`config.mk`:
```
export PLATFORM = sky130hd
export DESIGN_NAME = sha256_digest_unloader_flat
export DESIGN_NICKNAME = d
export VERILOG_FILES = /design/src/rtl/sha256_digest_unloader_if.sv /design/src/rtl/sha256_digest_unloader.sv /design/src/flat_wrapper.sv
export SDC_FILE = /design/constraint.sdc
export NUM_CORES = 1
export LEC_CHECK = 0
export CAP_MARGIN = 5
export CELL_PAD_IN_SITES_DETAIL_PLACEMENT = 1
export CELL_PAD_IN_SITES_GLOBAL_PLACEMENT = 1
export CORE_AREA = 2 2 420 214
export DETAILED_ROUTE_END_ITERATION = 10
export DIE_AREA = 0 0 422 216
export MAX_ROUTING_LAYER = met4
export PLACE_DENSITY_LB_ADDON = 0.1
export SLEW_MARGIN = 15
export SYNTH_ARGS = -nofsm -noshare
export SYNTH_HDL_FRONTEND = slang
export SYNTH_SLANG_ARGS = --single-unit
```
`constraint.sdc`:
```
create_clock -name clk -period 4.3 [get_ports clk]
set_clock_uncertainty 0.2 [all_clocks]
set_input_delay 0.86 -clock clk [delete_from_list [all_inputs] [get_ports clk]]
set_output_delay 0.86 -clock clk [all_outputs]
set_load 0.01 [all_outputs]
```
`src/rtl/sha256_digest_unloader_if.sv`:
```
// Block-result input and digest stream bundle between the SHA-256 round bank,
// the chaining-hash accumulator and the downstream digest consumer.
interface sha256_digest_unloader_if;
  logic         init_hash;
  logic         block_done;
  logic         last_block;
  logic [255:0] work_in;
  logic [255:0] hash_state;
  logic         busy;
  logic         overrun;
  logic         dout_valid;
  logic         dout_ready;
  logic [31:0]  dout_data;
  logic         dout_last;

  modport master (
    output init_hash, block_done, last_block, work_in, dout_ready,
    input  hash_state, busy, overrun, dout_valid, dout_data, dout_last
  );

  modport slave (
    input  init_hash, block_done, last_block, work_in, dout_ready,
    output hash_state, busy, overrun, dout_valid, dout_data, dout_last
  );
endinterface

```
`src/rtl/sha256_digest_unloader.sv`:
```
// Adds each block's final working variables into the chaining hash and
// streams the 256-bit digest as eight 32-bit words after the last block.
//
// state    | meaning
// S_IDLE   | waiting for block_done; init_hash reloads IV
// S_ACCUM  | one cycle: H += captured working variables
// S_STREAM | presenting H[idx] on the valid/ready stream
module sha256_digest_unloader #(
  parameter logic [255:0] IV = 256'h6A09E667_BB67AE85_3C6EF372_A54FF53A_510E527F_9B05688C_1F83D9AB_5BE0CD19
) (
  input logic clk,
  input logic rst,
  sha256_digest_unloader_if.slave bus
);

  typedef enum logic [1:0] {S_IDLE, S_ACCUM, S_STREAM} state_e;

  state_e       state_q;
  logic [255:0] h_q;
  logic [255:0] w_q;
  logic         last_q;
  logic [2:0]   idx_q;
  logic         busy_q;
  logic         overrun_q;
  logic         valid_q;
  logic         dlast_q;
  logic [31:0]  data_q;

  logic [255:0] h_d;
  logic [2:0]   idx_d;
  logic [31:0]  word_d;

  // Independent 32-bit lanes: carries never cross word boundaries.
  always_comb begin
    h_d = '0;
    for (int i = 0; i < 8; i++) begin
      h_d[32*i +: 32] = h_q[32*i +: 32] + w_q[32*i +: 32];
    end
  end

  assign idx_d  = idx_q + 3'd1;
  assign word_d = h_q[8'd255 - {idx_d, 5'b00000} -: 32];

  always_ff @(posedge clk or negedge rst) begin
    if (!rst) begin
      state_q   <= S_IDLE;
      h_q       <= IV;
      w_q       <= '0;
      last_q    <= 1'b0;
      idx_q     <= 3'd0;
      busy_q    <= 1'b0;
      overrun_q <= 1'b0;
      valid_q   <= 1'b0;
      dlast_q   <= 1'b0;
      data_q    <= '0;
    end else begin
      overrun_q <= bus.block_done && (state_q != S_IDLE);
      case (state_q)
        S_IDLE: begin
          if (bus.init_hash) begin
            h_q <= IV;
          end else if (bus.block_done) begin
            w_q     <= bus.work_in;
            last_q  <= bus.last_block;
            busy_q  <= 1'b1;
            state_q <= S_ACCUM;
          end
        end
        S_ACCUM: begin
          h_q <= h_d;
          if (last_q) begin
            // First beat is loaded from the freshly summed H0.
            idx_q   <= 3'd0;
            data_q  <= h_d[255:224];
            valid_q <= 1'b1;
            dlast_q <= 1'b0;
            state_q <= S_STREAM;
          end else begin
            busy_q  <= 1'b0;
            state_q <= S_IDLE;
          end
        end
        S_STREAM: begin
          if (valid_q && bus.dout_ready) begin
            if (idx_q == 3'd7) begin
              idx_q   <= 3'd0;
              data_q  <= '0;
              valid_q <= 1'b0;
              dlast_q <= 1'b0;
              busy_q  <= 1'b0;
              state_q <= S_IDLE;
            end else begin
              idx_q   <= idx_d;
              data_q  <= word_d;
              dlast_q <= (idx_d == 3'd7);
            end
          end
        end
        default: state_q <= S_IDLE;
      endcase
    end
  end

  assign bus.hash_state = h_q;
  assign bus.busy       = busy_q;
  assign bus.overrun    = overrun_q;
  assign bus.dout_valid = valid_q;
  assign bus.dout_data  = data_q;
  assign bus.dout_last  = dlast_q;

endmodule

```
`src/flat_wrapper.sv`:
```
// flat-port wrapper written by rule: the top's interface ports become plain ports
module sha256_digest_unloader_flat 
#(
  parameter logic [255:0] IV = 256'h6A09E667_BB67AE85_3C6EF372_A54FF53A_510E527F_9B05688C_1F83D9AB_5BE0CD19
)
  (clk, rst, bus_init_hash, bus_block_done, bus_last_block, bus_work_in, bus_dout_ready, bus_hash_state, bus_busy, bus_overrun, bus_dout_valid, bus_dout_data, bus_dout_last);
  sha256_digest_unloader_if bus_i ();
  input logic clk;
  input logic rst;
  input wire logic [$bits(bus_i.init_hash)-1:0] bus_init_hash;
  input wire logic [$bits(bus_i.block_done)-1:0] bus_block_done;
  input wire logic [$bits(bus_i.last_block)-1:0] bus_last_block;
  input wire logic [$bits(bus_i.work_in)-1:0] bus_work_in;
  input wire logic [$bits(bus_i.dout_ready)-1:0] bus_dout_ready;
  output wire logic [$bits(bus_i.hash_state)-1:0] bus_hash_state;
  output wire logic [$bits(bus_i.busy)-1:0] bus_busy;
  output wire logic [$bits(bus_i.overrun)-1:0] bus_overrun;
  output wire logic [$bits(bus_i.dout_valid)-1:0] bus_dout_valid;
  output wire logic [$bits(bus_i.dout_data)-1:0] bus_dout_data;
  output wire logic [$bits(bus_i.dout_last)-1:0] bus_dout_last;
  assign bus_i.init_hash = bus_init_hash;
  assign bus_i.block_done = bus_block_done;
  assign bus_i.last_block = bus_last_block;
  assign bus_i.work_in = bus_work_in;
  assign bus_i.dout_ready = bus_dout_ready;
  assign bus_hash_state = bus_i.hash_state;
  assign bus_busy = bus_i.busy;
  assign bus_overrun = bus_i.overrun;
  assign bus_dout_valid = bus_i.dout_valid;
  assign bus_dout_data = bus_i.dout_data;
  assign bus_dout_last = bus_i.dout_last;
  sha256_digest_unloader #(.IV(IV)) u_core (.clk(clk), .rst(rst), .bus(bus_i));
endmodule
```
### Word level (Yosys, flattened, before mapping)

Cells that the tools add are included.

* register bits after elaboration: 554
* bits in latches: 0
* memory bits (writable): 0
* ROM bits: 0
* memories: 0

* $add $sub $neg: 10
* $mul: 0
* div/mod/pow operators: 0
* order comparisons: 0
* equal/unequal tests: 11
* shifts and indexed selects: 1
* mux-type cells: 28
* bitwise gates (word level): 1
* reductions and logical operators: 13

Operators by type and width (count)
* one-hot mux 256 bit (2 select lines): 1
* indexed part select 287 x 9 -> 32 bit: 1
* adder 32 bit: 8
* two-way mux 256 bit: 1
* two-way mux 32 bit: 3
* one-hot mux 32 bit (2 select lines): 1
* two-way mux 2 bit: 5
* two-way mux 1 bit: 9
* two-way mux 3 bit: 3
* inequality test 2 bit, second input constant: 4
* AND reduction 4 bit: 2
* subtractor 8 bit, first input constant: 1
* == test 3 bit, second input constant: 2
* inequality test 2 x 1 -> 1 bit, second input constant: 3
* one-hot mux 2 bit (3 select lines): 1
* one-hot mux 3 bit (2 select lines): 1
* AND reduction 3 bit: 2
* AND reduction 6 bit: 1
* nonzero test 2 bit: 3
* one-hot mux 1 bit (2 select lines): 2
* adder 3 x 1 -> 3 bit, second input constant: 1
* one-hot mux 1 bit (3 select lines): 1
* nonzero test 3 bit: 1
* == test 2 x 1 -> 1 bit, second input constant: 1
* 5 further kinds: 6

### Logic depth before layout (Yosys ltp)

* depth in word-level cells: 6
* mapped depth: 13
* gate-level depth less buffers: 13

### Least setup slack after synthesis

No wires, ideal clock.

* kind: reg-to-reg
* start point: register u_core.h_q[0], in the netlist u_core.bus.hash_state[0]
* end point: register u_core.h_q[24], in the netlist u_core.bus.hash_state[24]
* setup time: 0.094 ns
* arrival time: 3.039 ns
* required time: 4.006 ns
* path slack: 0.967 ns
* stages on the path, launching flop included: 14
* path through: dfstp_2 ha_1 inv_1 fa_1 nor2b_1 o21ai_1 a21boi_0 o211ai_1 a31oi_1 o21ai_0 a2111oi_1 o21ai_0 mux2i_1 a311oi_1

* word-level cells in the longest chain between the ends: 2

Ends and longest elaborated chain
* start: declaration: line sha256_digest_unloader.sv:19 `logic [255:0] h_q;`
* start signal: assignment: line sha256_digest_unloader.sv:47 `h_q <= IV;`
* start signal: assignment: line sha256_digest_unloader.sv:61 `h_q <= IV;`
* start signal: assignment: line sha256_digest_unloader.sv:70 `h_q <= h_d;`
* adder 32 bit: line sha256_digest_unloader.sv:37 `h_d[32*i +: 32] = h_q[32*i +: 32] + w_q[32*i +: 32];`
* one-hot mux 256 bit (2 select lines): line sha256_digest_unloader.sv:58 `case (state_q)`

No other way between the ends.
A chain may end at the register's enable or synchronous reset.

### Worst setup path after layout

* start point: register u_core.h_q[224], in the netlist u_core.bus.hash_state[224]
* end point: register u_core.data_q[30], in the netlist u_core.bus.dout_data[30]

* word-level cells in the longest chain between the ends: 4
* elaborated cells between the ends (all ways): 6
* those cells by class: add/sub (1); shift (1); mux (4)

Ends and longest elaborated chain
* indexed part select 287 x 9 -> 32 bit: line sha256_digest_unloader.sv:42 `assign word_d = h_q[8'd255 - {idx_d, 5'b00000} -: 32];`
* two-way mux 32 bit: line sha256_digest_unloader.sv:85 `if (idx_q == 3'd7) begin`
* two-way mux 32 bit: line sha256_digest_unloader.sv:84 `if (valid_q && bus.dout_ready) begin`
* one-hot mux 32 bit (2 select lines) (*): line sha256_digest_unloader.sv:58
* end signal: assignment: line sha256_digest_unloader.sv:74 `data_q <= h_d[255:224];`
* end signal: assignment: line sha256_digest_unloader.sv:94 `data_q <= word_d;`
* end: declaration: line sha256_digest_unloader.sv:27 `logic [31:0] data_q;`

Every way passes the cells marked *; elsewhere a longest branch is shown, timed or not. The select of a mux whose other input is x is not followed.

==> impl_metrics.ini <==
[sta]
rsz0062_at_grt = false
finalHoldViolCount = 0
fmax_mhz = 239.9
period_share_pct = 96.94
period_minus_slack_ns = 4.168
tns_ns = 0
worst_slew_pin_slew_ns = 1.159
hold_slack_ns = 0.2833
slew_viol_final = 0
setup_viol = 0
relSlewSlack_pct = 22.42

[critical_path]
timing.rr.end = u_core.bus.dout_data[30]
crit_arrival_ns = 4.55
path_cells = ha_1 > fa_1 > a211oi_1 > o21ai_0 > a211oi_1 > buf_4 > o21ai_1 > o211ai_1 > a311oi_1 > a31oi_1 > xnor2_1 > a21oi_1 > a21oi_1
worstRegToRegCells = 13
slowest_stage = o21ai_0
r2r_start = u_core.bus.hash_state[224]
crit_required_ns = 4.68
cp-start-kind = flop
critPathMaxFanout = 4
crit_type = flop to flop
end_kind = flop
r2r_slack_ns = 0.13
max_stage_delay_ns = 0.63

[placement]
port_buffers = 553
place.gp.congestion = 0.9875
dp.cells = 5009
place_area_um2 = 41980
hpwl_mm = 119.5

[clock_tree]
path_clk_slew_ns = 0.07
clk_latency_ns = 0.66
htreeDepth = 2
root_buffer = clkbuf_16
clockBufferDepth = 3
tritoncts = done
clkSinkCount = 554
numCtsBuffers = 57

[yosys]
async_flop_share_pct = 100.0
synthFlopType = dfrtp_1
ys_seq_area_share_pct = 40.39
ys_warn_count = 0
ys_types = 83
synth_edf_count = 0
ys_ff_latch = 554
synthCells = 3361
syn_avg_cell_area_um2 = 10.34
synth_nets = 3886
netlist_area_um2 = 34740

[hold_path]
hp-class = flop to flop
hold_depth = 2
hold_path_startpoint = u_core.bus.dout_last
hold_path_end = u_core.bus.dout_last

[die]
core.rowCount = 77
die_width_um = 422
dieHeight_um = 216
fp.dieArea_um2 = 91150
ioPinCount = 554
core_um2 = 87480
start_util_pct = 39.71

[final_layout]
syn_to_final_growth_pct = 26.67
drive_gt1_share_pct = 16.77
final_cell_area_um2 = 44010
final_cell_mix = clkdlybuf4s50_1 (552), dfrtp_1 (417), a21oi_1 (330)
instances_no_fill = 5124
final_common_cell = clkdlybuf4s50_1
fillCellCount = 9563
fin_nets = 4409

[global_route]
grt_pass1_vias = 29915
grt_pass1_wl_mm = 215.6
gr-usage-met1_pct = 50.98
antenna_found_initial = 26
grt_max_degree = 110
grt_overflow = 0
globalRouteMet3Util_pct = 8.978
track_usage_pct = 33.23
use_met2_pct = 42.25
grt.busiest_layer = met1

[detailed_routing]
drtIter0Drc = 2903
drc_errors = 0
postRouteAntennaNets = 0
routed_via_density = 5.900
vias = 30234
drt-pass1-iter-count = 5
routedWlPerCell_um = 29.16
wirelength_mm = 149.4

[power]
p_per_area_nw_per_um2 = 984.3
p_total_mw = 43.32
leakage_nw = 18.76
ir_drop_v = 0.0004275

[outcome]
outcome = completed

[job]
maxCapViolations = 0
## cells in the mapped netlist (all sizes together) (10+ instances only)
cell / count / share of area (%)
a221oi: 10 / 0.25
o31ai: 17 / 0.38
o21ai: 230 / 3.3
dfstp: 136 / 10
buf: 24 / 0.27
nand4: 27 / 0.49
dfrtp: 418 / 30
ha: 255 / 9.2
mux2i: 39 / 1.1
mux4: 64 / 4.1
o211ai: 13 / 0.30
a21o: 166 / 3.6
and2: 18 / 0.32
nor2: 215 / 2.3
inv: 78 / 0.84
o22ai: 10 / 0.18
nand3: 49 / 0.71
and3: 20 / 0.36
a211oi: 25 / 0.55
or3: 20 / 0.36
nand2b: 28 / 0.50
o21a: 32 / 0.69
a221o: 12 / 0.35
a22o: 14 / 0.35
xor2: 112 / 2.8
a31oi: 23 / 0.43
o21bai: 36 / 0.78
mux2: 254 / 8.2
a21oi: 333 / 4.8
nor3: 33 / 0.48
clkbuf: 132 / 1.4
nand2: 218 / 2.4
xnor2: 102 / 2.6
o221ai: 16 / 0.40
o22a: 27 / 0.68
nor2b: 28 / 0.50
## final cells by class
cell class | count | area, µm² | area share (%)
Clock buffer | 76 | 1608 | 3.653
Antenna cell | 10 | 25.02 | 0.05686
Clock inverter | 28 | 381.6 | 0.8672
Sequential cell | 554 | 14040 | 31.90
Tap cell | 1185 | 1483 | 3.369
Inverter | 79 | 297.8 | 0.6767
Multi-Input combinational cell | 2572 | 19880 | 45.17
Timing Repair Buffer | 620 | 6296 | 14.31
## power by group
group          total (mW)  internal [mW]  switching, mW
combinational        26.8           11.7           15.1
clock                5.53           3.16           2.37
sequential           11.0           7.85           3.15
total                43.3           22.7           20.6
## flip-flops by register name, indices dropped and copies added, names as in the netlist
signal	cells
u_core.bus.dout_valid	1
u_core.bus.dout_last	1
u_core.bus.dout_data	32
u_core.state_q	2
u_core.w_q	256
u_core.bus.overrun	1
u_core.idx_q	3
u_core.last_q	1
u_core.bus.hash_state	256
u_core.bus.busy	1
## metal layers
layer,share of wire (%),vias to the layer above,wire length (µm)
li1,-,13463,-
met2,38,1060,57440
met1,50,15557,73980
met4,2.3,0,3477
met3,9.7,154,14530
met5,0,-,0
## critical path: cells and delay by family (launching register included)
kind                     cells  cell delay [ns]
AO/OA/AOI/OAI                9             2.42
XOR/XNOR                     1             0.26
adder cells (fa/ha/maj)      2             0.46
buffers and inverters        1             0.18
flip-flops                   1             0.59
## stage by stage
step | utilization, % | setup slack, ns
finish | 50.31 | 0.1318
global route | 50.30 | 0.01520
CTS | 50.27 | 0.2790
detailed placement | 47.99 | 0.3125
global placement | 47.99 | 0.4036
floorplan | - | 0.9670
## cells by family (layout without fill, tap and decap cells)
group                      after synthesis  after routing  share of synthesized area (%)
AOI/OAI and AO/OA                     1042           1042                          19.21
xor gates and xnor gates               215            215                          5.460
adders and majority gates              263            263                          9.645
buffers and inverters                  235            803                          2.553
DFF                                    554            554                          40.39
muxes                                  357            357                          13.51
other                                    0             10                              0
and+or+nand+nor                        695            695                          9.238
## what timing repair did
action,4_1_cts,5_1_grt
endpoints found under the setup margin,0,1
hold buffers,1,0
buffers inserted,0,0
gates resized for setup,0,1
hold endpoints to repair,24,0
## how the worst max path moves through the flow
stage,startpoint,end,depth (start not counted)
6_report,u_core.bus.hash_state[224],u_core.bus.dout_data[30],13
5_1_grt,u_core.bus.hash_state[224],u_core.bus.dout_data[30],13
4_1_cts,u_core.bus.hash_state[132],u_core.bus.hash_state[159],11
3_5_place_dp,u_core.bus.hash_state[132],u_core.bus.hash_state[159],11
3_3_place_gp,u_core.bus.hash_state[224],u_core.bus.dout_data[30],13
2_1_floorplan,u_core.bus.hash_state[0],u_core.bus.hash_state[24],13
(Power assumes the default switching activity.)
